--- src/rtl/seq_divider_fx.sv ---
// Unsigned fixed-point restoring divider, one quotient bit per clock: quotient = floor(dividend * 2^FRAC_W / divisor).
// Optional macro SEQ_DIVIDER_FX_SIGNED_EN adds a signed_mode port with a sign fix-up cycle.
//
// state    | meaning
// ---------+-----------------------------------------------------------
// S_IDLE   | waiting for start
// S_LOAD   | clear partial remainder/counter, load shift register, trap divisor==0
// S_DIVIDE | one restoring step per cycle, N cycles
// S_FIX    | signed build only: apply result signs
// S_DONE   | results valid, done pulse; start accepted back-to-back
module seq_divider_fx #(
  parameter int DIVIDEND_W = 16,
  parameter int DIVISOR_W  = 16,
  parameter int FRAC_W     = 8,
  localparam int N         = DIVIDEND_W + FRAC_W
) (
  input  logic                 clk,
  input  logic                 nRst,
  input  logic                 start,
  input  logic [DIVIDEND_W-1:0] dividend,
  input  logic [DIVISOR_W-1:0]  divisor,
`ifdef SEQ_DIVIDER_FX_SIGNED_EN
  input  logic                 signed_mode,
`endif
  output logic                 busy,
  output logic                 done,
  output logic [N-1:0]         quotient,
  output logic [DIVISOR_W-1:0] remainder,
  output logic                 div_by_zero
);

  localparam int CNT_W = $clog2(N);
  localparam logic [CNT_W-1:0] CNT_LAST = CNT_W'(N - 1);

  typedef enum logic [2:0] {S_IDLE, S_LOAD, S_DIVIDE, S_FIX, S_DONE} state_t;

  state_t                state;
  logic [DIVIDEND_W-1:0] dvd_q;
  logic [DIVISOR_W-1:0]  dvs_q;
  logic [N-1:0]          shreg;
  logic [DIVISOR_W:0]    p;
  logic [CNT_W-1:0]      cnt;
  logic [DIVISOR_W:0]    p_shift;
  logic [DIVISOR_W:0]    p_next;
  logic                  q_bit;
  logic [N-1:0]          dz_quot;

  // p[DIVISOR_W] is always 0 between steps (P < divisor); folding it into the
  // compare keeps the step correct for the full-width {P, msb} value.
  assign p_shift = {p[DIVISOR_W-1:0], shreg[N-1]};
  assign q_bit   = p[DIVISOR_W] | (p_shift >= {1'b0, dvs_q});
  assign p_next  = q_bit ? (p_shift - {1'b0, dvs_q}) : p_shift;

`ifdef SEQ_DIVIDER_FX_SIGNED_EN
  logic a_neg, b_neg;
  logic sgn_q, neg_q, neg_r;
  assign a_neg   = signed_mode & dividend[DIVIDEND_W-1];
  assign b_neg   = signed_mode & divisor[DIVISOR_W-1];
  assign dz_quot = !sgn_q ? {N{1'b1}} :
                   neg_r  ? {1'b1, {(N-1){1'b0}}} : {1'b0, {(N-1){1'b1}}};
`else
  assign dz_quot = {N{1'b1}};
`endif

  always_ff @(posedge clk or negedge nRst) begin
    if (!nRst) begin
      state       <= S_IDLE;
      busy        <= 1'b0;
      done        <= 1'b0;
      quotient    <= '0;
      remainder   <= '0;
      div_by_zero <= 1'b0;
      dvd_q       <= '0;
      dvs_q       <= '0;
      shreg       <= '0;
      p           <= '0;
      cnt         <= '0;
`ifdef SEQ_DIVIDER_FX_SIGNED_EN
      sgn_q       <= 1'b0;
      neg_q       <= 1'b0;
      neg_r       <= 1'b0;
`endif
    end else begin
      done <= 1'b0;
      case (state)
        S_IDLE, S_DONE: begin
          if (start) begin
`ifdef SEQ_DIVIDER_FX_SIGNED_EN
            // Magnitudes go through the unsigned core; signs are reapplied in S_FIX.
            dvd_q <= a_neg ? -dividend : dividend;
            dvs_q <= b_neg ? -divisor : divisor;
            sgn_q <= signed_mode;
            neg_q <= a_neg ^ b_neg;
            neg_r <= a_neg;
`else
            dvd_q <= dividend;
            dvs_q <= divisor;
`endif
            busy  <= 1'b1;
            state <= S_LOAD;
          end else begin
            state <= S_IDLE;
          end
        end
        S_LOAD: begin
          p     <= '0;
          cnt   <= '0;
          shreg <= N'(dvd_q) << FRAC_W;
          if (dvs_q == '0) begin
            quotient    <= dz_quot;
            remainder   <= '0;
            div_by_zero <= 1'b1;
            done        <= 1'b1;
            busy        <= 1'b0;
            state       <= S_DONE;
          end else begin
            state <= S_DIVIDE;
          end
        end
        S_DIVIDE: begin
          p     <= p_next;
          shreg <= {shreg[N-2:0], q_bit};
          cnt   <= cnt + 1'b1;
          if (cnt == CNT_LAST) begin
            busy <= 1'b0;
`ifdef SEQ_DIVIDER_FX_SIGNED_EN
            if (sgn_q) state <= S_FIX;
            else
`endif
            begin
              quotient    <= {shreg[N-2:0], q_bit};
              remainder   <= p_next[DIVISOR_W-1:0];
              div_by_zero <= 1'b0;
              done        <= 1'b1;
              state       <= S_DONE;
            end
          end
        end
`ifdef SEQ_DIVIDER_FX_SIGNED_EN
        S_FIX: begin
          quotient    <= neg_q ? -shreg : shreg;
          remainder   <= neg_r ? -p[DIVISOR_W-1:0] : p[DIVISOR_W-1:0];
          div_by_zero <= 1'b0;
          done        <= 1'b1;
          state       <= S_DONE;
        end
`endif
        default: begin
          busy  <= 1'b0;
          state <= S_IDLE;
        end
      endcase
    end
  end

endmodule

--- config.mk ---
export PLATFORM = sky130hd
export DESIGN_NAME = seq_divider_fx
export DESIGN_NICKNAME = d
export VERILOG_FILES = /design/src/rtl/seq_divider_fx.sv
export SDC_FILE = /design/constraint.sdc
export NUM_CORES = 1
export LEC_CHECK = 0
export BUFFER_PORTS_ARGS = -buffer_cell sky130_fd_sc_hd__buf_4
export CAP_MARGIN = 25
export CELL_PAD_IN_SITES_DETAIL_PLACEMENT = 0
export CELL_PAD_IN_SITES_GLOBAL_PLACEMENT = 1
export CORE_MARGIN = 8
export CORE_UTILIZATION = 45
export DETAILED_ROUTE_END_ITERATION = 10
export PLACE_DENSITY_LB_ADDON = 0.1
export REMOVE_ABC_BUFFERS = 1
export SYNTH_ARGS = -nofsm -noshare
export SYNTH_HDL_FRONTEND = slang
export SYNTH_SLANG_ARGS = --single-unit
--- constraint.sdc ---
create_clock -name clk -period 3 [get_ports clk]
set_input_delay 0.75 -clock clk [delete_from_list [all_inputs] [get_ports clk]]
set_output_delay 0.75 -clock clk [all_outputs]
set_load 0.05 [all_outputs]
Word level (Yosys, flattened, before mapping)
Cells that the tools add are included.
{"block": "word_totals", "regBits": 124, "in_bits": 35, "output_inout_bits": 43, "elab_cells": 52}
{"block": "op_classes", "n_addsub": 2, "magnitude_cmp": 1, "n_eq_ne": 7, "n_mux": 23, "bitwise": 1, "reduce_logical": 7}
{"op": "24-bit one-hot mux with 2 select lines", "count": 2}
{"op": "24-bit 2-to-1 mux", "count": 2}
{"op": "17-bit one-hot mux with 2 select lines", "count": 1}
{"op": "16-bit 2-to-1 mux", "count": 2}
{"op": "16-bit one-hot mux with 2 select lines", "count": 1}
{"op": "17-bit by 16-bit greater-or-equal comparator with 1-bit output", "count": 1}
{"op": "17-bit 2-to-1 mux", "count": 1}
{"op": "17-bit by 16-bit subtractor with 17-bit output", "count": 1}
{"op": "16-bit logical NOT", "count": 1}
{"op": "5-bit one-hot mux with 2 select lines", "count": 1}
{"op": "3-bit one-hot mux with 3 select lines", "count": 1}
{"op": "1-bit 2-to-1 mux", "count": 7}
{"op": "3-bit 2-to-1 mux", "count": 2}
{"op": "2-bit inequality test, second input constant", "count": 3}
{"op": "3-bit AND reduction", "count": 2}
{"op": "5-bit by 1-bit adder with 5-bit output, second input constant", "count": 1}
{"op": "5-bit == test, second input constant", "count": 1}
{"op": "1-bit one-hot mux with 2 select lines", "count": 2}
{"op": "3-bit by 1-bit == test with 1-bit output, second input constant", "count": 1}
{"op": "3-bit by 2-bit == test with 1-bit output, second input constant", "count": 1}
{"op": "3-bit == test, second input constant", "count": 1}
{"op": "3-bit logical NOT", "count": 1}
{"op": "1-bit one-hot mux with 3 select lines", "count": 1}
{"op": "2-bit AND reduction", "count": 1}
{"op": "3 further kinds", "count": 3}

Longest topological paths before layout
{"block": "depth", "depth_word": 5, "mapped_depth": 10, "ltp_nobuf": 9}

Least setup slack after synthesis
No wires, ideal clock.
{"block": "synth_timing", "path_kind": "reg2reg", "from": "register p[3]", "to": "register p[15]", "setup_ns": 0.133, "t_arrival_ns": 2.062, "slack_ns": 0.804, "path_stages_with_launch": 8, "n_path_buf": 0, "synth_period_minus_slack_ns": 2.196, "path_cell_list": "dfrtp_1 -> ha_1 -> a21oi_2 -> nand2_1 -> o21a_1 -> or4_1 -> a32oi_1 -> o31ai_1"}
{"block": "synth_via", "elab_chain_len": 4}
{"item": "start: declaration", "line_no": "41", "text": "logic [DIVISOR_W:0] p;"}
{"item": "start signal: assignment", "line_no": "121", "text": "p <= p_next;"}
{"item": "17-bit by 16-bit greater-or-equal comparator with 1-bit output", "line_no": "51", "text": "assign q_bit = p[DIVISOR_W] | (p_shift >= {1'b0, dvs_q});"}
{"item": "1-bit OR", "line_no": "51"}
{"item": "17-bit 2-to-1 mux *", "line_no": "52", "text": "assign p_next = q_bit ? (p_shift - {1'b0, dvs_q}) : p_shift;"}
{"item": "17-bit one-hot mux with 2 select lines *", "line_no": "85", "text": "case (state)"}
Every way passes the cells marked *; elsewhere a longest branch is shown, timed or not.
A chain may end at the register's enable or synchronous reset.

Worst setup path after layout
{"block": "layout_timing", "from": "register dvs_q[12]", "to": "register p[16]"}
{"block": "layout_via", "elab_chain_len": 4}
{"item": "start: declaration", "line_no": "39", "text": "logic [DIVISOR_W-1:0] dvs_q;"}
{"item": "start signal: assignment", "line_no": "97", "text": "dvs_q <= divisor;"}
{"item": "17-bit by 16-bit greater-or-equal comparator with 1-bit output", "line_no": "51"}
{"item": "1-bit OR", "line_no": "51"}
{"item": "17-bit 2-to-1 mux *", "line_no": "52"}
{"item": "17-bit one-hot mux with 2 select lines *", "line_no": "85"}
Marks and branches as above.

==> flow_summary.toml <==
[layout]
ff_latch_area_mm2 = 0.00310
final_nets = 771
fill_cells = 1200
multi_input_area_mm2 = 0.00276
fin_area_mm2 = 0.00744
syn_to_final_growth_pct = 21.8
antennaDiodeCount = 0
final_util = 0.562
drive_above_1_share = 0.217

[die]
num_rows = 42
ios = 78
die_h_um = 133
start_util = 0.462
core_area_mm2 = 0.0132
fp.dieW_um = 133
dieArea_mm2 = 0.0176

[yosys]
synth_flop_cell = "dfrtp_1"
netlist.area_leader.share = 0.508
async_flop_share = 1.00
synth_edf_count = 0
yosysSeqAreaShare = 0.508
ys_ff_latch = 124
yosys.area.top_type = "dfrtp_1"
syn_area_mm2 = 0.00611
yosys_warnings = 0
synth_commonest_cells = "dfrtp_1 (124), nor2_1 (83), nand2_1 (76)"
synth_area_leaders = "dfrtp_1 (51%), nor2_1 (5.1%), nand2_1 (4.7%)"
synth_cells = 644
synth.most_common_cell = "dfrtp_1"
syn_area_per_cell_um2 = 9.49
synth_cell_types = 63

[placement]
place.port_buffers = 77
hpwl_mm = 11.9
placed_cell_area_mm2 = 0.00689
routabilityCongestion = 0.874

[sta]
timing.fmax_ghz = 0.365
setup-violations-final = 0
rsz0062_at_grt = "no"
max_slew.worst_pin.slew_ps = 757
period_share = 0.912
report.final.slew_viol_count = 0
relSlewSlack = 0.495
fin_crit_ps = 2740
timing.hold.ws_ps = 418
hold_viol_final = 0
fin_worst_skew_ps = 5.90

[clock_network]
clkTransAtPathRegs_ps = 60
cts_tree = "done"
clock-root-buffer = "clkbuf_16"
cts_sinks = 124
postCtsSetupBuffers = 0
cts.path.max_buffers = 2
post_cts_resized = 0
htree_levels = 4
clk_latency_ps = 410
cts_hold_buf = 0
cts_buffers = 17

[routing]
ant_nets = 0
drc = 0
wire_per_inst_um = 18.8
viasPerCell = 5.64
drt_iter0_markers = 456
wirelength_mm = 17.0
dr.pass1.iters = 5
vias = 5107

[pwr]
leakage_nw = 3.50
power_mw = 9.04
vdd_drop_max_uv = 563
power_density_mw_per_mm2 = 1210

[run_status]
outcome = "complete, no violations"

[worst_setup_path]
start_kind = "flop"
crit_start = "dvs_q[12]$_DFFE_PN0P_"
regToRegSetupSlack_ps = 260
ff2ff_path_depth = 9
cp-end-kind = "flop"
worst_ep_arrival_time_ps = 3030
timing.rr.start = "dvs_q[12]$_DFFE_PN0P_"
path_max_fanout = 21
crit_chain = "inv_1, ha_1, a21oi_2, o21ai_0, or2_1, o211ai_2, buf_4, nand2_1, a32o_1"
cp_slowest_cell = "ha_1"
r2r-end = "p[16]$_DFFE_PN0P_"
crit_type = "reg -> reg"
crit_path_max_incr_delay_ps = 410
worstPathRequired_ps = 3300

[grt]
grt-ovfl-total = 0
grt_max_degree = 55
grt_pass1_vias = 5329
grt_usage = 0.200
antenna_found_initial = 0
grt_pass1_wl_mm = 28.3

[min_path]
hold_path.class = "in -> async"

[job]
maxCapViolCount = 0
[power breakdown]
part | switching [mW] | internal, mW
registers | 0.413 | 2.23
logic | 2.79 | 1.69
clock network | 0.740 | 1.17
total | 3.94 | 5.09
[worst max-delay path, delay by kind of cell, from the launching register on]
family	cells	cell delay (ps)
AOI/OAI and AO/OA	4	870
adders and majority gates	1	410
buffers and inverters	2	380
DFF	1	400
and+or+nand+nor	2	550
[flip-flops by register name (all words and copies together) (netlist names)]
name	flops
remainder	16
dvd_q	16
div_by_zero	1
quotient	24
busy	1
done	1
dvs_q	16
state	3
cnt	5
shreg	24
p	17
[worst max path at each step]
stage / end / slack [ps] / cells past startpoint
floorplan: quotient[0]$_DFFE_PN0P_ / -50 / 6
global placement: p[16]$_DFFE_PN0P_ / 290 / 9
detailed placement: p[16]$_DFFE_PN0P_ / 320 / 9
CTS: p[16]$_DFFE_PN0P_ / 300 / 9
global route: p[16]$_DFFE_PN0P_ / 100 / 9
finish: p[16]$_DFFE_PN0P_ / 260 / 9
[metal layers]
layer  global-route usage  vias up  wire (µm)
li1                     -     2437          -
met1                0.247     2494       7590
met2                0.330      148       8330
met3               0.0537       28        770
met4               0.0675        0        320
met5                    0        -          0
[cell families after synthesis]
logic type	count (synthesis)	share of synthesized area
flops	124	0.508
xor+xnor	8	0.0115
compound gates	169	0.181
mux	20	0.0364
simple gates	246	0.183
buf+inv	59	0.0426
fa+ha+maj	18	0.0381
[cell type report]
cell class	instances	area share
Clock buffer	19	0.0609
Clock inverter	11	0.0129
Inverter	21	0.0106
Multi-Input combinational cell	461	0.370
Sequential cell	124	0.417
Tap cell	176	0.0296
Timing Repair Buffer	93	0.0988
[placed cells by master, fill, tap and decap left out, types with 3 or more instances in the layout]
master,netlist,final
nor3_2,3,3
o21ai_1,4,4
nor3_1,26,26
o211ai_1,13,13
xnor2_1,4,4
dfrtp_1,124,124
nand2_1,76,76
nand3_1,14,14
nand2b_1,6,6
o21ai_0,44,44
buf_12,0,3
ha_1,17,17
o31ai_1,15,15
a22o_1,9,9
a32o_1,3,3
mux2_2,18,18
a31oi_1,3,3
and3_1,6,6
a31o_2,4,4
buf_4,5,90
a211oi_1,3,3
clkinv_2,0,5
and2_1,5,4
nand4_1,9,9
a21o_1,7,7
clkbuf_16,0,17
xor2_1,4,4
nor2_1,83,83
a32oi_1,3,3
nor4_1,4,4
inv_1,20,20
a21oi_1,44,44
[per-stage QoR]
| stage | worst slack, ps | instances | TNS [ps] |
|---|---|---|---|
| final | 263 | 905 | 0 |
| after global routing | 99.7 | 905 | 0 |
| after CTS | 303 | 905 | 0 |
| after detailed placement | 324 | 875 | 0 |
| after global placement | 292 | 875 | 0 |
| after floorplan | -49.3 | 606 | -812 |
Power figures use the tool's default switching activity.
